==> config.mk <==
export PLATFORM = sky130hd
export DESIGN_NAME = colparity_stream
export DESIGN_NICKNAME = d
export VERILOG_FILES = /design/src/rtl/colpar_pkg.sv /design/src/rtl/colpar_theta_slice.sv /design/src/rtl/colparity_stream.sv
export SDC_FILE = /design/constraint.sdc
export NUM_CORES = 1
export LEC_CHECK = 0
export ABC_AREA = 1
export BUFFER_PORTS_ARGS = -buffer_cell sky130_fd_sc_hd__buf_2
export CAP_MARGIN = 40
export CORE_MARGIN = 8
export CORE_UTILIZATION = 56
export CTS_CLUSTER_DIAMETER = 150
export DETAILED_ROUTE_END_ITERATION = 8
export HOLD_SLACK_MARGIN = 0.15
export PLACE_DENSITY = 0.78
export REMOVE_ABC_BUFFERS = 1
export SYNTH_ARGS = -nofsm -noshare
export SYNTH_HDL_FRONTEND = slang
export SYNTH_HIERARCHICAL = 1
export SYNTH_SLANG_ARGS = --single-unit
==> constraint.sdc <==
create_clock -name clk -period 2.2 [get_ports clk]
set_input_delay 0.22 -clock clk [delete_from_list [all_inputs] [get_ports clk]]
set_output_delay 0.22 -clock clk [all_outputs]
set_load 0.05 [all_outputs]
==> src/rtl/colpar_pkg.sv <==
// Shared constants, FSM state type and column-parity helper for the slice-serial theta engine.
package colpar_pkg;

  localparam int unsigned NX     = 5;
  localparam int unsigned NY     = 5;
  localparam int unsigned LINE_W = 25;

  typedef enum logic [2:0] {
    IDLE   = 3'd0,
    LOAD0  = 3'd1,
    STREAM = 3'd2,
    FLUSH  = 3'd3,
    DONE   = 3'd4
  } state_t;

  // C[x] = XOR over y of slice bit 5*y+x
  function automatic logic [NX-1:0] col_parity(input logic [LINE_W-1:0] s);
    logic [NX-1:0] c;
    c = '0;
    for (int x = 0; x < NX; x++) begin
      for (int y = 0; y < NY; y++) begin
        c[x] = c[x] ^ s[NX*y + x];
      end
    end
    return c;
  endfunction

endpackage

==> src/rtl/colpar_theta_slice.sv <==
// Combinational theta mix of one 25-bit slice given its own and the previous slice's column parity.
module colpar_theta_slice
  import colpar_pkg::*;
(
  input  logic [LINE_W-1:0] slice,
  input  logic [NX-1:0]     c_cur,
  input  logic [NX-1:0]     c_prev,
  output logic [LINE_W-1:0] theta
);

  for (genvar y = 0; y < NY; y++) begin : g_row
    for (genvar x = 0; x < NX; x++) begin : g_col
      assign theta[NX*y + x] = slice[NX*y + x] ^ c_cur[(x + 4) % NX] ^ c_prev[(x + 1) % NX];
    end
  end

endmodule

==> src/rtl/colparity_stream.sv <==
// Slice-serial Keccak theta engine: one frame of LANE_W slices per start, output order 1..LANE_W-1,0.
// Optional COLPAR_BYPASS_EN adds a per-frame bypass input that passes slices through unchanged.
module colparity_stream
  import colpar_pkg::*;
#(
  parameter int unsigned LANE_W = 64,
  parameter int unsigned IDX_W  = $clog2(LANE_W)
) (
  input  logic              clk,
  input  logic              rst,
  input  logic              start,
`ifdef COLPAR_BYPASS_EN
  input  logic              bypass,
`endif
  input  logic              in_valid,
  output logic              in_ready,
  input  logic [LINE_W-1:0] line_in,
  output logic              out_valid,
  input  logic              out_ready,
  output logic [LINE_W-1:0] write_value,
  output logic [IDX_W-1:0]  write_addr,
  output logic [IDX_W:0]    cnt_value,
  output logic              busy,
  output logic              done
);

  localparam logic [IDX_W:0] LAST_IDX = (IDX_W+1)'(LANE_W - 1);
  localparam logic [IDX_W:0] FULL_CNT = (IDX_W+1)'(LANE_W);

  state_t             state;
  logic               wrap_loaded;
  logic [LINE_W-1:0]  hold;
  logic [NX-1:0]      c0;
  logic [NX-1:0]      c_prev;
  logic [NX-1:0]      c_in;
  logic [LINE_W-1:0]  th_slice;
  logic [NX-1:0]      th_ccur;
  logic [LINE_W-1:0]  th_out;
  logic [LINE_W-1:0]  nxt_value;
  logic [IDX_W:0]     cnt_inc;
  logic               out_free;
  logic               accept;

  assign c_in     = col_parity(line_in);
  assign out_free = !out_valid || out_ready;
  assign in_ready = (state == LOAD0) || ((state == STREAM) && out_free);
  assign accept   = in_valid && in_ready;
  assign busy     = (state != IDLE);
  assign cnt_inc  = (cnt_value == FULL_CNT) ? cnt_value : cnt_value + (IDX_W+1)'(1);

  // The wrap-around slice 0 is mixed from the held copy once the last slice has set c_prev
  always_comb begin
    th_slice = line_in;
    th_ccur  = c_in;
    if (state == FLUSH) begin
      th_slice = hold;
      th_ccur  = c0;
    end
  end

  colpar_theta_slice u_theta (
    .slice  (th_slice),
    .c_cur  (th_ccur),
    .c_prev (c_prev),
    .theta  (th_out)
  );

`ifdef COLPAR_BYPASS_EN
  logic byp_r;
  assign nxt_value = byp_r ? th_slice : th_out;
`else
  assign nxt_value = th_out;
`endif

  always_ff @(posedge clk or negedge rst) begin
    if (!rst) begin
      state       <= IDLE;
      wrap_loaded <= 1'b0;
      hold        <= '0;
      c0          <= '0;
      c_prev      <= '0;
      out_valid   <= 1'b0;
      write_value <= '0;
      write_addr  <= '0;
      cnt_value   <= '0;
      done        <= 1'b0;
`ifdef COLPAR_BYPASS_EN
      byp_r       <= 1'b0;
`endif
    end else begin
      done <= 1'b0;
      case (state)
        IDLE: begin
          if (start) begin
            cnt_value <= '0;
            state     <= LOAD0;
`ifdef COLPAR_BYPASS_EN
            byp_r     <= bypass;
`endif
          end
        end
        LOAD0: begin
          if (accept) begin
            hold      <= line_in;
            c0        <= c_in;
            c_prev    <= c_in;
            cnt_value <= cnt_inc;
            state     <= STREAM;
          end
        end
        STREAM: begin
          if (accept) begin
            write_value <= nxt_value;
            write_addr  <= cnt_value[IDX_W-1:0];
            out_valid   <= 1'b1;
            c_prev      <= c_in;
            cnt_value   <= cnt_inc;
            if (cnt_value == LAST_IDX) state <= FLUSH;
          end else if (out_valid && out_ready) begin
            out_valid <= 1'b0;
          end
        end
        FLUSH: begin
          if (!wrap_loaded) begin
            if (out_free) begin
              write_value <= nxt_value;
              write_addr  <= '0;
              out_valid   <= 1'b1;
              wrap_loaded <= 1'b1;
            end
          end else if (out_ready) begin
            out_valid   <= 1'b0;
            wrap_loaded <= 1'b0;
            done        <= 1'b1;
            state       <= DONE;
          end
        end
        DONE: begin
          state <= IDLE;
        end
        default: begin
          state <= IDLE;
        end
      endcase
    end
  end

endmodule
### Yosys cells after proc, flatten, opt, wreduce, memory -nomap -nowiden

Cells that the tools add are included.

| storage, ports and cells | value |
|---|---|
| word-level logic and storage cells | 149 |
| bits in registers | 79 |
| bits of input ports | 30 |

| cells by class | value |
|---|---|
| add/sub/neg operators | 1 |
| bitwise operators | 70 |
| mux-type cells | 33 |
| equal/unequal tests | 18 |
| reductions and logical operators | 17 |

Operator list:

| cell | number |
|---|---|
| $mux W25 | 4 |
| $xor A1 B1 Y1 | 70 |
| $pmux W25 S2 | 1 |
| $mux W7 | 3 |
| $mux W3 | 6 |
| $mux W6 | 3 |
| $ne A2 B2 Y1 const B | 8 |
| $pmux W7 S2 | 1 |
| $pmux W3 S4 | 1 |
| $pmux W6 S2 | 1 |
| $reduce_and A4 Y1 | 3 |
| $mux W1 | 11 |
| $add A7 B1 Y7 const B | 1 |
| $eq A7 B6 Y1 const B | 1 |
| $eq A7 B7 Y1 const B | 1 |
| $eq A3 B2 Y1 const B | 2 |
| $ne A3 B3 Y1 const B | 2 |
| $reduce_and A6 Y1 | 1 |
| $mux W5 | 1 |
| $ne A2 B1 Y1 const B | 2 |
| $reduce_and A2 Y1 | 2 |
| $reduce_bool A2 Y1 | 2 |
| $eq A3 B1 Y1 const B | 1 |
| $logic_and A1 B1 Y1 | 3 |
| 7 further kinds | 8 |

### Depth between registers and ports, before layout

| depth | value |
|---|---|
| word-level depth | 10 |
| gate-level depth with buffers | 13 |

### Modules after synthesis

The synthesis kept the hierarchy.

By module, submodules not included:

| module | cells an instance | sequential area each (sq um) | times used | area each (sq um) |
|---|---|---|---|---|
| colparity_stream | 529 | 1976.9 | 1 | 3988.8 |
| colpar_theta_slice | 215 | 0.0 | 1 | 909.6 |

### Least setup slack after synthesis

No wires, ideal clock.

| timing path | value |
|---|---|
| path kind | register to register |
| start | register out_valid |
| end | register cnt_value[5] |
| arrival time | 1767 ps |
| period minus slack after synthesis | 1834 ps |
| required time | 2134 ps |
| cell stages (with the launch flop) | 9 |
| setup slack | 366 ps |
| path through | dfrtp_1 -> nand2_1 -> nand3_1 -> nand2_2 -> nand2_2 -> nand2_1 -> nand2_2 -> nand2_1 -> nand2_1 |

| between the ends | value |
|---|---|
| cells in the longest elaborated chain, start to end | 7 |

Ends and longest elaborated chain:

| element | line | source |
|---|---|---|
| from (decl) | colparity_stream.sv:18 | `output logic out_valid,` |
| from (signal assigned) | colparity_stream.sv:82 | `out_valid <= 1'b0;` |
| from (signal assigned) | colparity_stream.sv:115 | `out_valid <= 1'b1;` |
| from (signal assigned) | colparity_stream.sv:120 | `out_valid <= 1'b0;` |
| $logic_not A1 Y1 | colparity_stream.sv:45 | `assign out_free = !out_valid \|\| out_ready;` |
| $logic_or A1 B1 Y1 | colparity_stream.sv:45 |  |
| $logic_and A1 B1 Y1 | colparity_stream.sv:46 | `assign in_ready = (state == LOAD0) \|\| ((state == STREAM) && out_free);` |
| $logic_or A1 B1 Y1 | colparity_stream.sv:46 |  |
| net in_ready | colparity_stream.sv:16 | `output logic in_ready,` |
| $logic_and A1 B1 Y1 | colparity_stream.sv:47 | `assign accept = in_valid && in_ready;` |
| $ne A2 B1 Y1 (no line) | n/a |  |
| $reduce_and A4 Y1 (no line) | n/a |  |
| to (signal assigned) | colparity_stream.sv:107 | `cnt_value <= cnt_inc;` |
| to (signal assigned) | colparity_stream.sv:117 | `cnt_value <= cnt_inc;` |
| to (decl) | colparity_stream.sv:22 | `output logic [IDX_W:0] cnt_value,` |

The timed path passes the listed nets, and every way through them passes these cells.
A chain may end at the register's enable or synchronous reset.

### Worst setup path after layout

| timing path | value |
|---|---|
| start | input port line_in[1] |
| end | register write_value[22] |

| between the ends | value |
|---|---|
| cells in the longest elaborated chain, start to end | 10 |
| elaborated cells on any way between the ends | 11 |

Ends and longest elaborated chain:

| element | line | source |
|---|---|---|
| from (decl) | colparity_stream.sv:17 | `input logic [LINE_W-1:0] line_in,` |
| $xor A1 B1 Y1 (*) (4 in series) | colpar_pkg.sv:22 | `c[x] = c[x] ^ s[NX*y + x];` |
| $mux W5 (*) | colparity_stream.sv:55 | `if (state == FLUSH) begin` |
| net th_ccur[1] | colparity_stream.sv:37 | `logic [NX-1:0] th_ccur;` |
| $xor A1 B1 Y1 (*) (2 in series) | colpar_theta_slice.sv:13 | `assign theta[NX*y + x] = slice[NX*y + x] ^ c_cur[(x + 4) % NX] ^ c_prev[(x + 1) % NX];` |
| net nxt_value[22] | colparity_stream.sv:39 | `logic [LINE_W-1:0] nxt_value;` |
| $mux W25 | colparity_stream.sv:125 | `if (out_free) begin` |
| $mux W25 | colparity_stream.sv:124 | `if (!wrap_loaded) begin` |
| $pmux W25 S2 (*) | colparity_stream.sv:92 | `case (state)` |
| to (signal assigned) | colparity_stream.sv:113 | `write_value <= nxt_value;` |
| to (signal assigned) | colparity_stream.sv:126 | `write_value <= nxt_value;` |
| to (decl) | colparity_stream.sv:20 | `output logic [LINE_W-1:0] write_value,` |

The timed path passes the listed nets; every way through them passes the cells marked *. The select of a mux whose other input is x is not followed.

==> flow_metrics.py <==
metrics = {
    "layout": {
        "final_core_util": 0.667,
        "final_cell_mix": "nand2_1, nand3_1, inv_1, dfrtp_1, buf_2",
        "diodes": 0,
        "area_growth_pct": 17.0,
        "drive_gt1_frac": 0.138,
        "fillers": 763,
        "final_common_cell": "nand2_1",
        "final-instance-count-excl-fill": 944,
        "nets": 863,
    },
    "worst_hold_path": {
        "min_path_type": "in -> reg",
        "worstHoldStart": "line_in[23]",
        "holdPathStages": 3,
        "min_to": "hold[23]$_DFFE_PN0P_",
    },
    "timing": {
        "period_share": 0.948,
        "finalMaxSlewViolations": 0,
        "fmax_ghz": 0.480,
        "setup_viol": 0,
        "clock_skew_ns": 0.00909,
        "finalSetupTns_ns": 0,
        "tightest_slew_ns": 0.460,
        "rsz0062_at_grt": "no",
        "layout_setup_ws_ns": 0.115,
        "fin_crit_ns": 2.08,
        "relSlewSlack": 0.694,
        "hold_viol_final": 0,
    },
    "routing": {
        "drt-initial-drc-count": 320,
        "drt-pass1-iter-count": 5,
        "antenna_left": 0,
        "wl_per_cell_um": 13.2,
        "drcViolationCount": 0,
        "wirelength_mm": 12.5,
        "vias": 4942,
        "avgViaCountPerCell": 5.24,
    },
    "floorplan": {
        "fp-row-count": 34,
        "core_region_area_um2": 8590,
        "die_w_um": 110,
        "die_area_um2": 12000,
        "die_h_um": 110,
        "initial_utilization": 0.570,
        "io_pins": 72,
    },
    "power": {
        "leakagePower_nw": 3.27,
        "power.density_nw_per_um2": 1410,
        "ir_worst_vdd_v": 0.00109,
        "finalPower_mw": 8.10,
    },
    "placement": {
        "post-place-ws_ns": 0.311,
        "port_buffers": 71,
        "hpwl_mm": 8.75,
        "dp.cells": 907,
        "gp_congestion": 0.912,
    },
    "setup_path": {
        "crit_arrival_ns": 2.33,
        "timing.rr.end": "write_value[12]$_DFFE_PN0P_",
        "cp-start-kind": "input port",
        "required_ns": 2.45,
        "crit_fanout": 11,
        "rr_startpoint": "state[0]$_DFFE_PN0P_",
        "r2r_setup_slack_ns": 0.23,
        "endpoint_kind": "flop",
        "worst-setup-path-type": "in -> reg",
        "reg2reg_depth": 11,
    },
    "global_routing": {
        "overflow": 0,
        "grt_pass1_wl_mm": 20.9,
        "antenna_found_initial": 0,
        "grt_pass1_vias": 4583,
        "grt_max_degree": 48,
        "grt_usage": 0.216,
    },
    "outcome": {
        "outcome": "complete, no violations",
    },
    "yosys": {
        "synth_cell_type_count": 27,
        "synthFlopType": "dfrtp_1",
        "syn_inst": 744,
        "synth_area_um2": 4900,
        "synth_area_per_cell_um2": 6.58,
        "synth_warnings": 6,
        "synth_edf_count": 0,
        "ys_seq_area_frac": 0.404,
        "ys_ff_latch": 79,
        "async_flop_share": 1.00,
    },
    "clock_tree": {
        "cts_root_buffer": "clkbuf_8",
        "cts_tree": "yes",
        "h-tree-depth": 3,
        "cts.sinks": 79,
        "clk_latency_ns": 0.36,
        "path_clk_slew_ns": 0.08,
        "cts_buffer_depth": 2,
        "cts_buffers": 9,
    },
    "flow_run": {
        "maxCapViolCount": 0,
    },
}
==> stage by stage <==
| stage | hold WS [ns] | instance area [µm²] |
|---|---|---|
| after floorplan | -0.0756 | 4740 |
| after global placement | 0.193 | 5320 |
| after detailed placement | 0.203 | 5320 |
| after CTS | 0.156 | 5720 |
| after global routing | 0.165 | 5730 |
| final | 0.164 | 5730 |
==> logic make-up after synthesis <==
group / after synthesis / synth area share
XOR/XNOR: 10 / 0.0179
adder cells (fa/ha/maj): 2 / 0.00511
AO/OA/AOI/OAI: 55 / 0.0575
buffers and inverters: 114 / 0.101
flip-flops: 79 / 0.404
AND/OR/NAND/NOR: 484 / 0.415
==> synthesized netlist by cell type (all sizes together), types with 3 or more instances <==
cell / count / area, µm²
nand2: 338 / 1300
nand3: 120 / 606
inv: 89 / 334
dfrtp: 79 / 1980
o21ai: 51 / 255
nor2: 20 / 92.6
buf: 13 / 118
clkbuf: 11 / 41.3
xnor2: 5 / 43.8
xor2: 5 / 43.8
a21oi: 3 / 15.0
nor3: 3 / 15.0
==> state kept, by name (all words and copies together) (netlist names) <==
signal and flops:
cnt_value 7, write_value 25, wrap_loaded 1, write_addr 6, state 3, done 1, c_prev 5, out_valid 1
hold 25, c0 5
==> worst max path at each step <==
stage	end	start
finish	write_value[22]$_DFFE_PN0P_	line_in[1]
global route	write_value[12]$_DFFE_PN0P_	line_in[1]
CTS	write_value[4]$_DFFE_PN0P_	line_in[3]
detailed placement	write_value[12]$_DFFE_PN0P_	state[0]$_DFFE_PN0P_
global placement	write_value[12]$_DFFE_PN0P_	state[1]$_DFFE_PN0P_
floorplan	write_value[0]$_DFFE_PN0P_	state[1]$_DFFE_PN0P_
==> what timing repair did <==
| action | CTS | global route |
|---|---|---|
| resized for setup | 0 | 5 |
| endpoints found under the hold margin | 52 | 0 |
| endpoints found under the setup margin | 0 | 11 |
| setup buffers | 0 | 0 |
| hold buffers | 21 | 0 |
==> routing by layer <==
layer,vias to the layer above,track usage,part of all wire
li1,2491,-,-
met1,2227,0.277,0.44
met2,188,0.356,0.47
met3,36,0.0404,0.072
met4,0,0.0791,0.018
met5,-,0,0
==> worst max-delay path: stages <==
cell and delay (ns):
dlygate4sd3_1 0.55, buf_2 0.15, xor2_1 0.20, inv_1 0.06, nand2_1 0.07, nand3_1 0.11, nand3_1 0.11, nand2_1 0.23
inv_2 0.24, nand2_1 0.10, nand3_1 0.10, nand2_1 0.06, nand3_1 0.08, nand2_1 0.05
==> where the power goes <==
group          switching, mW  internal [mW]
combinational           3.30           1.26
sequential             0.393           2.05
clock                  0.541          0.551
total                   4.24           3.87
==> cell type report <==
| class | instances | area (µm²) | area share |
|---|---|---|---|
| well taps | 108 | 135 | 0.0236 |
| clock buffers | 12 | 145 | 0.0253 |
| repair buffers | 100 | 653 | 0.114 |
| flip-flops and latches | 79 | 1980 | 0.345 |
| inverters | 90 | 343 | 0.0598 |
| multi-input cells | 551 | 2430 | 0.424 |
| clock inverters | 4 | 45.0 | 0.00786 |
Note: power is estimated with default switching activity, not from simulation.
